## src/rtl/regfile_pkg.sv

```systemverilog
// Shared constants, helpers and read-result type for the register file slice.
package regfile_pkg;

   localparam int unsigned DATA_W_DEF   = 8;
   localparam int unsigned ADDR_W_DEF   = 3;
   localparam int unsigned DEPTH_DEF    = 8;
   localparam int unsigned R0_VALUE_DEF = 13;

   // Widest supported register; read results are carried at this width.
   localparam int unsigned DATA_W_MAX   = 64;

   typedef struct packed {
      logic [DATA_W_MAX-1:0] data;
      logic                  valid;
   } rd_result_t;

   function automatic logic addr_in_range(input int unsigned addr, input int unsigned depth);
      return addr < depth;
   endfunction

endpackage

```

## src/rtl/regfile_if.sv

```systemverilog
// Issue/write-back/read bundle between the datapath stages and the register file.
interface regfile_if
   import regfile_pkg::*;
#(
   parameter int unsigned DATA_W = DATA_W_DEF,
   parameter int unsigned ADDR_W = ADDR_W_DEF
);
   logic              we;
   logic [ADDR_W-1:0] waddr;
   logic [DATA_W-1:0] wdata;
   logic              issue;
   logic [ADDR_W-1:0] iaddr;
   logic [ADDR_W-1:0] raddr1;
   logic [ADDR_W-1:0] raddr2;
   logic [DATA_W-1:0] rdata1;
   logic [DATA_W-1:0] rdata2;
   logic              rvalid1;
   logic              rvalid2;
   logic              pend_any;

   modport master (
      output we, waddr, wdata, issue, iaddr, raddr1, raddr2,
      input  rdata1, rdata2, rvalid1, rvalid2, pend_any
   );

   modport slave (
      input  we, waddr, wdata, issue, iaddr, raddr1, raddr2,
      output rdata1, rdata2, rvalid1, rvalid2, pend_any
   );
endinterface

```

## src/rtl/regfile_rdport.sv

```systemverilog
// One read port: address decode, fixed R0, out-of-range, write bypass and
// optional output register.
module regfile_rdport
   import regfile_pkg::*;
#(
   parameter int unsigned DATA_W   = DATA_W_DEF,
   parameter int unsigned ADDR_W   = ADDR_W_DEF,
   parameter int unsigned DEPTH    = DEPTH_DEF,
   parameter int unsigned R0_FIXED = 1,
   parameter int unsigned R0_VALUE = R0_VALUE_DEF,
   parameter int unsigned BYPASS   = 1,
   parameter int unsigned READ_REG = 0
) (
   input  logic              clk,
   input  logic              rst,
   input  logic [ADDR_W-1:0] raddr,
   input  logic [DATA_W-1:0] regs [DEPTH],
   input  logic [DEPTH-1:0]  pend,
   input  logic              wr_ok,
   input  logic [ADDR_W-1:0] waddr,
   input  logic [DATA_W-1:0] wdata,
   input  logic              issue_ok,
   input  logic [ADDR_W-1:0] iaddr,
   output logic [DATA_W-1:0] rdata,
   output logic              rvalid
);

   logic [DATA_W-1:0] sel_data;
   logic              sel_pend;
   rd_result_t        res;
   rd_result_t        res_q;
   logic              unused_hi;

   // Storage/scoreboard select without indexing past DEPTH.
   always_comb begin
      sel_data = '0;
      sel_pend = 1'b0;
      for (int unsigned i = 0; i < DEPTH; i++) begin
         if (raddr == ADDR_W'(i)) begin
            sel_data = regs[i];
            sel_pend = pend[i];
         end
      end
   end

   // A same-cycle issue to the bypassed address keeps the scoreboard verdict.
   always_comb begin
      res.data  = '0;
      res.valid = 1'b1;
      if (addr_in_range(32'(raddr), DEPTH)) begin
         if ((R0_FIXED != 0) && (raddr == '0)) begin
            res.data = DATA_W_MAX'(R0_VALUE);
         end else if ((BYPASS != 0) && wr_ok && (waddr == raddr)) begin
            res.data  = DATA_W_MAX'(wdata);
            res.valid = !(issue_ok && (iaddr == raddr)) || !sel_pend;
         end else begin
            res.data  = DATA_W_MAX'(sel_data);
            res.valid = !sel_pend;
         end
      end
   end

   always_ff @(posedge clk or posedge rst) begin
      if (rst) begin
         res_q <= '{data: '0, valid: 1'b1};
      end else begin
         res_q <= res;
      end
   end

   assign rdata     = (READ_REG != 0) ? res_q.data[DATA_W-1:0] : res.data[DATA_W-1:0];
   assign rvalid    = (READ_REG != 0) ? res_q.valid : res.valid;
   assign unused_hi = ^{res.data[DATA_W_MAX-1:DATA_W], res_q.data[DATA_W_MAX-1:DATA_W]};

endmodule

```

## src/rtl/regfile_param.sv

```systemverilog
// Two-read-port register file with constant R0, optional bypass/registered reads
// and a per-register pending scoreboard between issue and write-back.
module regfile_param
   import regfile_pkg::*;
#(
   parameter int unsigned DATA_W   = DATA_W_DEF,
   parameter int unsigned ADDR_W   = ADDR_W_DEF,
   parameter int unsigned DEPTH    = DEPTH_DEF,
   parameter int unsigned R0_FIXED = 1,
   parameter int unsigned R0_VALUE = R0_VALUE_DEF,
   parameter int unsigned BYPASS   = 1,
   parameter int unsigned READ_REG = 0
) (
   input logic      clk,
   input logic      rst,
   regfile_if.slave bus
);

   logic [DATA_W-1:0] regs [DEPTH];
   logic [DEPTH-1:0]  pend;
   logic              wr_ok;
   logic              issue_ok;

   assign wr_ok    = bus.we && addr_in_range(32'(bus.waddr), DEPTH)
                     && !((R0_FIXED != 0) && (bus.waddr == '0));
   assign issue_ok = bus.issue && addr_in_range(32'(bus.iaddr), DEPTH)
                     && !((R0_FIXED != 0) && (bus.iaddr == '0));

   always_ff @(posedge clk or posedge rst) begin
      if (rst) begin
         for (int unsigned i = 0; i < DEPTH; i++) begin
            regs[i] <= (i == 0) ? DATA_W'(R0_VALUE) : '0;
         end
      end else begin
         for (int unsigned i = 0; i < DEPTH; i++) begin
            if (wr_ok && (bus.waddr == ADDR_W'(i))) begin
               regs[i] <= bus.wdata;
            end
         end
      end
   end

   // Issue beats write-back on the same register: the new producer owns it.
   always_ff @(posedge clk or posedge rst) begin
      if (rst) begin
         pend <= '0;
      end else begin
         for (int unsigned i = 0; i < DEPTH; i++) begin
            if (issue_ok && (bus.iaddr == ADDR_W'(i))) begin
               pend[i] <= 1'b1;
            end else if (wr_ok && (bus.waddr == ADDR_W'(i))) begin
               pend[i] <= 1'b0;
            end
         end
      end
   end

   assign bus.pend_any = |pend;

   regfile_rdport #(
      .DATA_W(DATA_W), .ADDR_W(ADDR_W), .DEPTH(DEPTH), .R0_FIXED(R0_FIXED),
      .R0_VALUE(R0_VALUE), .BYPASS(BYPASS), .READ_REG(READ_REG)
   ) u_rd1 (
      .clk(clk), .rst(rst), .raddr(bus.raddr1), .regs(regs), .pend(pend),
      .wr_ok(wr_ok), .waddr(bus.waddr), .wdata(bus.wdata),
      .issue_ok(issue_ok), .iaddr(bus.iaddr),
      .rdata(bus.rdata1), .rvalid(bus.rvalid1)
   );

   regfile_rdport #(
      .DATA_W(DATA_W), .ADDR_W(ADDR_W), .DEPTH(DEPTH), .R0_FIXED(R0_FIXED),
      .R0_VALUE(R0_VALUE), .BYPASS(BYPASS), .READ_REG(READ_REG)
   ) u_rd2 (
      .clk(clk), .rst(rst), .raddr(bus.raddr2), .regs(regs), .pend(pend),
      .wr_ok(wr_ok), .waddr(bus.waddr), .wdata(bus.wdata),
      .issue_ok(issue_ok), .iaddr(bus.iaddr),
      .rdata(bus.rdata2), .rvalid(bus.rvalid2)
   );

endmodule

```

## src/flat_wrapper.sv

```systemverilog
// flat-port wrapper written by rule: the top's interface ports become plain ports
module regfile_param_flat import regfile_pkg::*;
#(
   parameter int unsigned DATA_W   = DATA_W_DEF,
   parameter int unsigned ADDR_W   = ADDR_W_DEF,
   parameter int unsigned DEPTH    = DEPTH_DEF,
   parameter int unsigned R0_FIXED = 1,
   parameter int unsigned R0_VALUE = R0_VALUE_DEF,
   parameter int unsigned BYPASS   = 1,
   parameter int unsigned READ_REG = 0
)
  (clk, rst, bus_we, bus_waddr, bus_wdata, bus_issue, bus_iaddr, bus_raddr1, bus_raddr2, bus_rdata1, bus_rdata2, bus_rvalid1, bus_rvalid2, bus_pend_any);
  regfile_if #(.DATA_W(DATA_W), .ADDR_W(ADDR_W)) bus_i ();
  input logic clk;
  input logic rst;
  input wire logic [$bits(bus_i.we)-1:0] bus_we;
  input wire logic [$bits(bus_i.waddr)-1:0] bus_waddr;
  input wire logic [$bits(bus_i.wdata)-1:0] bus_wdata;
  input wire logic [$bits(bus_i.issue)-1:0] bus_issue;
  input wire logic [$bits(bus_i.iaddr)-1:0] bus_iaddr;
  input wire logic [$bits(bus_i.raddr1)-1:0] bus_raddr1;
  input wire logic [$bits(bus_i.raddr2)-1:0] bus_raddr2;
  output wire logic [$bits(bus_i.rdata1)-1:0] bus_rdata1;
  output wire logic [$bits(bus_i.rdata2)-1:0] bus_rdata2;
  output wire logic [$bits(bus_i.rvalid1)-1:0] bus_rvalid1;
  output wire logic [$bits(bus_i.rvalid2)-1:0] bus_rvalid2;
  output wire logic [$bits(bus_i.pend_any)-1:0] bus_pend_any;
  assign bus_i.we = bus_we;
  assign bus_i.waddr = bus_waddr;
  assign bus_i.wdata = bus_wdata;
  assign bus_i.issue = bus_issue;
  assign bus_i.iaddr = bus_iaddr;
  assign bus_i.raddr1 = bus_raddr1;
  assign bus_i.raddr2 = bus_raddr2;
  assign bus_rdata1 = bus_i.rdata1;
  assign bus_rdata2 = bus_i.rdata2;
  assign bus_rvalid1 = bus_i.rvalid1;
  assign bus_rvalid2 = bus_i.rvalid2;
  assign bus_pend_any = bus_i.pend_any;
  regfile_param #(.DATA_W(DATA_W), .ADDR_W(ADDR_W), .DEPTH(DEPTH), .R0_FIXED(R0_FIXED), .R0_VALUE(R0_VALUE), .BYPASS(BYPASS), .READ_REG(READ_REG)) u_core (.clk(clk), .rst(rst), .bus(bus_i));
endmodule
```

## config.mk

```make
export PLATFORM = sky130hd
export DESIGN_NAME = regfile_param_flat
export DESIGN_NICKNAME = d
export VERILOG_FILES = /design/src/rtl/regfile_pkg.sv /design/src/rtl/regfile_if.sv /design/src/rtl/regfile_rdport.sv /design/src/rtl/regfile_param.sv /design/src/flat_wrapper.sv
export SDC_FILE = /design/constraint.sdc
export NUM_CORES = 1
export LEC_CHECK = 0
export BUFFER_PORTS_ARGS = -buffer_cell sky130_fd_sc_hd__buf_4
export CAP_MARGIN = 15
export CORE_MARGIN = 8
export CORE_UTILIZATION = 50
export CTS_CLUSTER_SIZE = 40
export DETAILED_ROUTE_END_ITERATION = 10
export PLACE_DENSITY = 0.67
export SYNTH_ARGS = -nofsm -noshare
export SYNTH_HDL_FRONTEND = slang
export SYNTH_SLANG_ARGS = --single-unit
```

## constraint.sdc

```tcl
create_clock -name clk -period 2.4 [get_ports clk]
set_input_delay 0.12 -clock clk [delete_from_list [all_inputs] [get_ports clk]]
set_output_delay 0.12 -clock clk [all_outputs]
set_load 0.05 [all_outputs]
```

After elaboration in Yosys (flattened, before gate mapping)
Cells that the tools add are included.
{ "word_totals": {"ff_bits": 64, "latchBits": 0, "ramBits": 0, "rom_bits": 0, "in_bits": 24, "output_inout_bits": 19, "word_cells": 142, "memories": 0} }
{ "op_classes": {"addsub": 0, "multipliers": 0, "n_div": 0, "order_cmp": 0, "n_eq_ne": 32, "n_shift": 0, "n_mux": 52, "bitwise": 0, "n_reduce_logical": 43} }
{ "op_table": {"columns": ["operator", "count"], "rows": [
  ["$mux 8", 16],
  ["$eq 3x3->1 const B", 16],
  ["$mux 1", 34],
  ["$eq 3x2->1 const B", 8],
  ["$logic_and 1x1->1", 22],
  ["$mux 9", 2],
  ["$reduce_bool 2->1", 8],
  ["$eq 3x1->1 const B", 4],
  ["$eq 3x3->1", 4],
  ["$logic_not 3->1", 4],
  ["$reduce_or 8->1", 1],
  ["$logic_not 1->1", 6],
  ["$logic_or 1x1->1", 2]
]} }

Depth between registers and ports, before layout
{ "depth": {"depth_word": 13, "ltp_mapped": 7, "mapped_depth_nobuf": 4} }

Hierarchy
A second synthesis with hierarchy kept.
{ "hier_totals": {"hier_cells": 386, "hier_area_um2": 4503.1} }
{ "by_module_without_submodules": {"columns": ["mod", "n_inst", "cells_per_inst", "area_each_um2"], "rows": [
  ["regfile_param", 1, 172, 2894.0],
  ["regfile_rdport", 2, 107, 804.5]
]} }

Least setup slack after synthesis
OpenSTA, ideal clock, no wires.
{ "synth_path": {"kind": "input to output", "from": "input port bus_raddr2[0]", "to": "output port bus_rvalid2", "t_arrival_ps": 2364, "required_time_ps": 2280, "slack_ps": -84, "stages": 5, "path_cell_list": "clkbuf_1 xor2_1 nor3_1 nor2_2 o21ai_0"} }
{ "synth_via": {"elab_chain_cells": 13} }
{ "synth_lines": {"columns": ["item", "line", "source"], "rows": [
  ["start, declared", "flat_wrapper.sv:22", "input wire logic [$bits(bus_i.raddr2)-1:0] bus_raddr2;"],
  ["$logic_not 3->1", "regfile_rdport.sv:39, regfile_rdport.sv:51", null],
  ["$mux 1 (8 in series)", "regfile_rdport.sv:39", "if (raddr == ADDR_W'(i)) begin"],
  ["$logic_not 1->1", "regfile_rdport.sv:55, regfile_rdport.sv:58", null],
  ["$logic_or 1x1->1", "regfile_rdport.sv:55", "res.valid = !(issue_ok && (iaddr == raddr)) || !sel_pend;"],
  ["$mux 9", "regfile_rdport.sv:53", "end else if ((BYPASS != 0) && wr_ok && (waddr == raddr)) begin"],
  ["$mux 1 (*)", "regfile_rdport.sv:51", "if ((R0_FIXED != 0) && (raddr == '0)) begin"],
  ["end, declared", "flat_wrapper.sv:26", "output wire logic [$bits(bus_i.rvalid2)-1:0] bus_rvalid2;"]
]} }
Every way passes the cells marked *; elsewhere a longest branch is shown, timed or not.

Worst setup path after layout
{ "layout_path": {"from": "input port bus_raddr1[0]", "to": "output port bus_rdata1[5]"} }
{ "layout_via": {"elab_chain_cells": 10} }
{ "layout_lines": {"columns": ["item", "line", "source"], "rows": [
  ["start, declared", "flat_wrapper.sv:21", "input wire logic [$bits(bus_i.raddr1)-1:0] bus_raddr1;"],
  ["$eq 3x1->1", "regfile_rdport.sv:39", null],
  ["$mux 8 (7 in series)", "regfile_rdport.sv:39", null],
  ["$mux 9", "regfile_rdport.sv:53", null],
  ["$mux 8 (*)", "regfile_rdport.sv:51", null],
  ["end, declared", "flat_wrapper.sv:23", "output wire logic [$bits(bus_i.rdata1)-1:0] bus_rdata1;"]
]} }
Marked as above.

==> qor.txt <==
Run status = completed
Max Cap Violations = 0
CP peak stage delay = 0.38 ns
Total CTS buffers = 9
Final HPWL from detailed placement = 7220 um
Initial Util = 0.520
FF/Latch Area = 1600 um2
Worst path buffer plus inverter count = 2
Synth Net Count = 391
Antenna Nets Post-Route = 0
Tcrit/Tclk final = 0.838
NumNets Final = 429
Worst path slowest cell = buf_4
Clk Latency, worst-skew pair = 0.34 ns
Diode count = 0
Post-synth top flop = dfrtp_1
Slew @ Worst Pin = 0.727 ns
Cell area after synthesis = 4040 um2
Worst vdd ir = 0.502 mV
Vias per cell = 6.25
CP Depth = 6
Max Root-Sink Buffers = 2
Leak = 0.00202 uW
Number of synthesized register bits = 64
Leading area contributor after synthesis = dfrtp_1
Vias = 3187
CP Capture Type = output port
Min cycle time layout = 2.01 ns
CTS Sinks = 64
Fin. Hold Viols = 0
Area of the core = 7770 um2
Top-area cell type share of the netlist area = 0.397
Worst path most repeated cell = buf_4
Drt initial violations = 221
Slew HR = 0.513
Syn avg cell area = 11.0 um2
Htree depth = 3
Multi-input gate area = 2300 um2
Largest net degree at the start of global routing = 40
Clock Tree Root = clkbuf_8
Port Buffers = 42
I/O pin count = 43
Share of cells above drive strength 1 = 0.407
Synth-to-layout area growth = 16.1%
GR Overflow Total = 0
Synth warn = 0
Synth unique cells = 55
Data required, critical path = 2.28 ns
Worst Hold Class = input pin to register
Seq/Total Area, Yosys = 0.397
PwrDens = 773 nW/um2
Die width = 106 um
Max Slew Vio Count = 0
Most frequent cell after synthesis = mux2_2
Total GRT Usage = 0.200
Final GP Congestion = 0.847
TritonCTS clock tree = yes
Die outline height = 106 um
Setup CP Type = input pin to output port
Vias in the first global route = 3352
CP Max Fanout = 37
Post-synth top cells = mux2_2 (76), dfrtp_1 (64), nand2_1 (24), o21ai_0 (20), clkbuf_1 (19)
Die area = 11200 um2
Reg2Reg Depth = 1
Post-synth EDFFs = 0
Cell Rows = 32
CP Cell Sequence = buf_4, a311oi_1, nor2_1, nand2_1, mux2_2, buf_4
Achievable Freq = 497 MHz
Final setup vio count = 0
WP data arrival = 1.89 ns
Top delay family on crit path = simple AND/OR/NAND/NOR gates
DR WL/cell = 21.5 um
# fillers = 672
Ys async rst share = 1.00
1st-pass router iterations = 4
Area contributors post-synth = dfrtp_1 (40%), mux2_2 (21%), mux2i_1 (4.0%), mux4_2 (3.3%), o21ai_0 (2.5%)
First-pass GRT wire length = 17800 um
Postcts setup bufs = 0
Startpoint Class = input pin
Total Wirelength = 11000 um
Initial antenna violation count = 0
Hold Path Stages = 2
Mapped Cells = 367
Clk slew on worst S/H paths = 0.07 ns
Remaining DRCs = 0
Final Skew = 0 ns
RSZ-0062 raised after global routing = no
Setup TNS = 0 ns
Post-route core utilization = 0.604
-- power by group --
group	leakage (uW)	internal (uW)	switching, uW	total, uW
logic	0.00116	546	615	1160
clock network	0.0000973	523	434	957
registers	0.000767	1310	193	1500
total	0.00202	2380	1240	3620
-- stage by stage --
step | cells | area [um2] | total power, uW | setup WS, ns | hold WS, ns
4_1_cts | 510 | 4690 | 3630 | 0.411 | 0.0353
2_1_floorplan | 367 | 4040 | 2340 | 0.0795 | 0.271
3_3_place_gp | 495 | 4490 | 2650 | 0.467 | 0.212
3_5_place_dp | 495 | 4490 | 2680 | 0.406 | 0.206
5_1_grt | 510 | 4690 | 3800 | 0.275 | 0.0406
6_report | 510 | 4690 | 3620 | 0.388 | 0.0429
-- layer usage --
metal / wire length [um] / up-vias / share of wire / global-route usage
met3: 674 / 18 / 0.061 / 0.0438
li1: - / 1466 / - / -
met2: 4980 / 101 / 0.45 / 0.307
met5: 0 / - / 0 / 0
met4: 214 / 0 / 0.019 / 0.0844
met1: 5120 / 1602 / 0.47 / 0.266
-- what timing repair did --
item / CTS / global route
gates resized for setup: 0 / 0
hold buffers: 1 / 0
endpoints found under the setup margin: 0 / 0
endpoints found under the hold margin: 25 / 0
-- registers in the layout (all words and copies together), names as in the netlist --
name	flops
u_core.regs	56
u_core.pend	8
-- kinds of logic (layout without fill, tap and decap cells) --
logic type      count (synthesis)  after routing  synth area share
compound gates                 80             80             0.146
buf+inv                        35             76            0.0369
simple gates                   78             78             0.108
xor+xnor                       11             11            0.0239
flops                          64             64             0.397
mux                            99             99             0.289
-- placed cells by master (no fill, tap or decap), types with 4 or more instances in the layout --
cell / Yosys / routed
a211oi_1: 4 / 4
a21oi_1: 6 / 6
a22oi_1: 6 / 6
a2bb2oi_1: 5 / 5
and3b_1: 4 / 4
buf_4: 0 / 56
clkbuf_8: 0 / 11
dfrtp_1: 64 / 64
mux2_2: 76 / 76
mux2i_1: 16 / 16
mux4_2: 6 / 6
nand2_1: 24 / 24
nand2b_1: 6 / 6
nand3_1: 7 / 7
nor2_1: 5 / 5
nor2b_1: 7 / 7
nor4_1: 4 / 4
o21ai_0: 20 / 19
o221ai_1: 4 / 4
o22ai_1: 6 / 6
or2_2: 4 / 4
xor2_1: 9 / 9
-- cell type report --
class	count	area share
Clock buffer	11	0.0323
Clock inverter	3	0.00907
Inverter	4	0.00320
Multi-Input combinational cell	268	0.491
Sequential cell	64	0.342
Tap cell	102	0.0272
Timing Repair Buffer	58	0.0961
-- path summary, 6_finish.rpt --
kind | from | end | slack [ns]
max | bus_raddr1[0] | bus_rdata1[5] | 0.39
min | bus_iaddr[0] | u_core.pend[2]$_DFFE_PP0P_ | 0.04
max reg2reg | u_core.regs[25]$_DFFE_PP0P_ | u_core.regs[25]$_DFFE_PP0P_ | 1.58
min reg2reg | u_core.pend[0]$_DFFE_PP0P_ | u_core.pend[0]$_DFFE_PP0P_ | 0.38
max in group asynchronous | rst | u_core.regs[11]$_DFFE_PP0P_ | 1.41
min in group asynchronous | rst | u_core.regs[24]$_DFFE_PP0P_ | 0.38
Note: power is estimated with default switching activity, not from simulation.
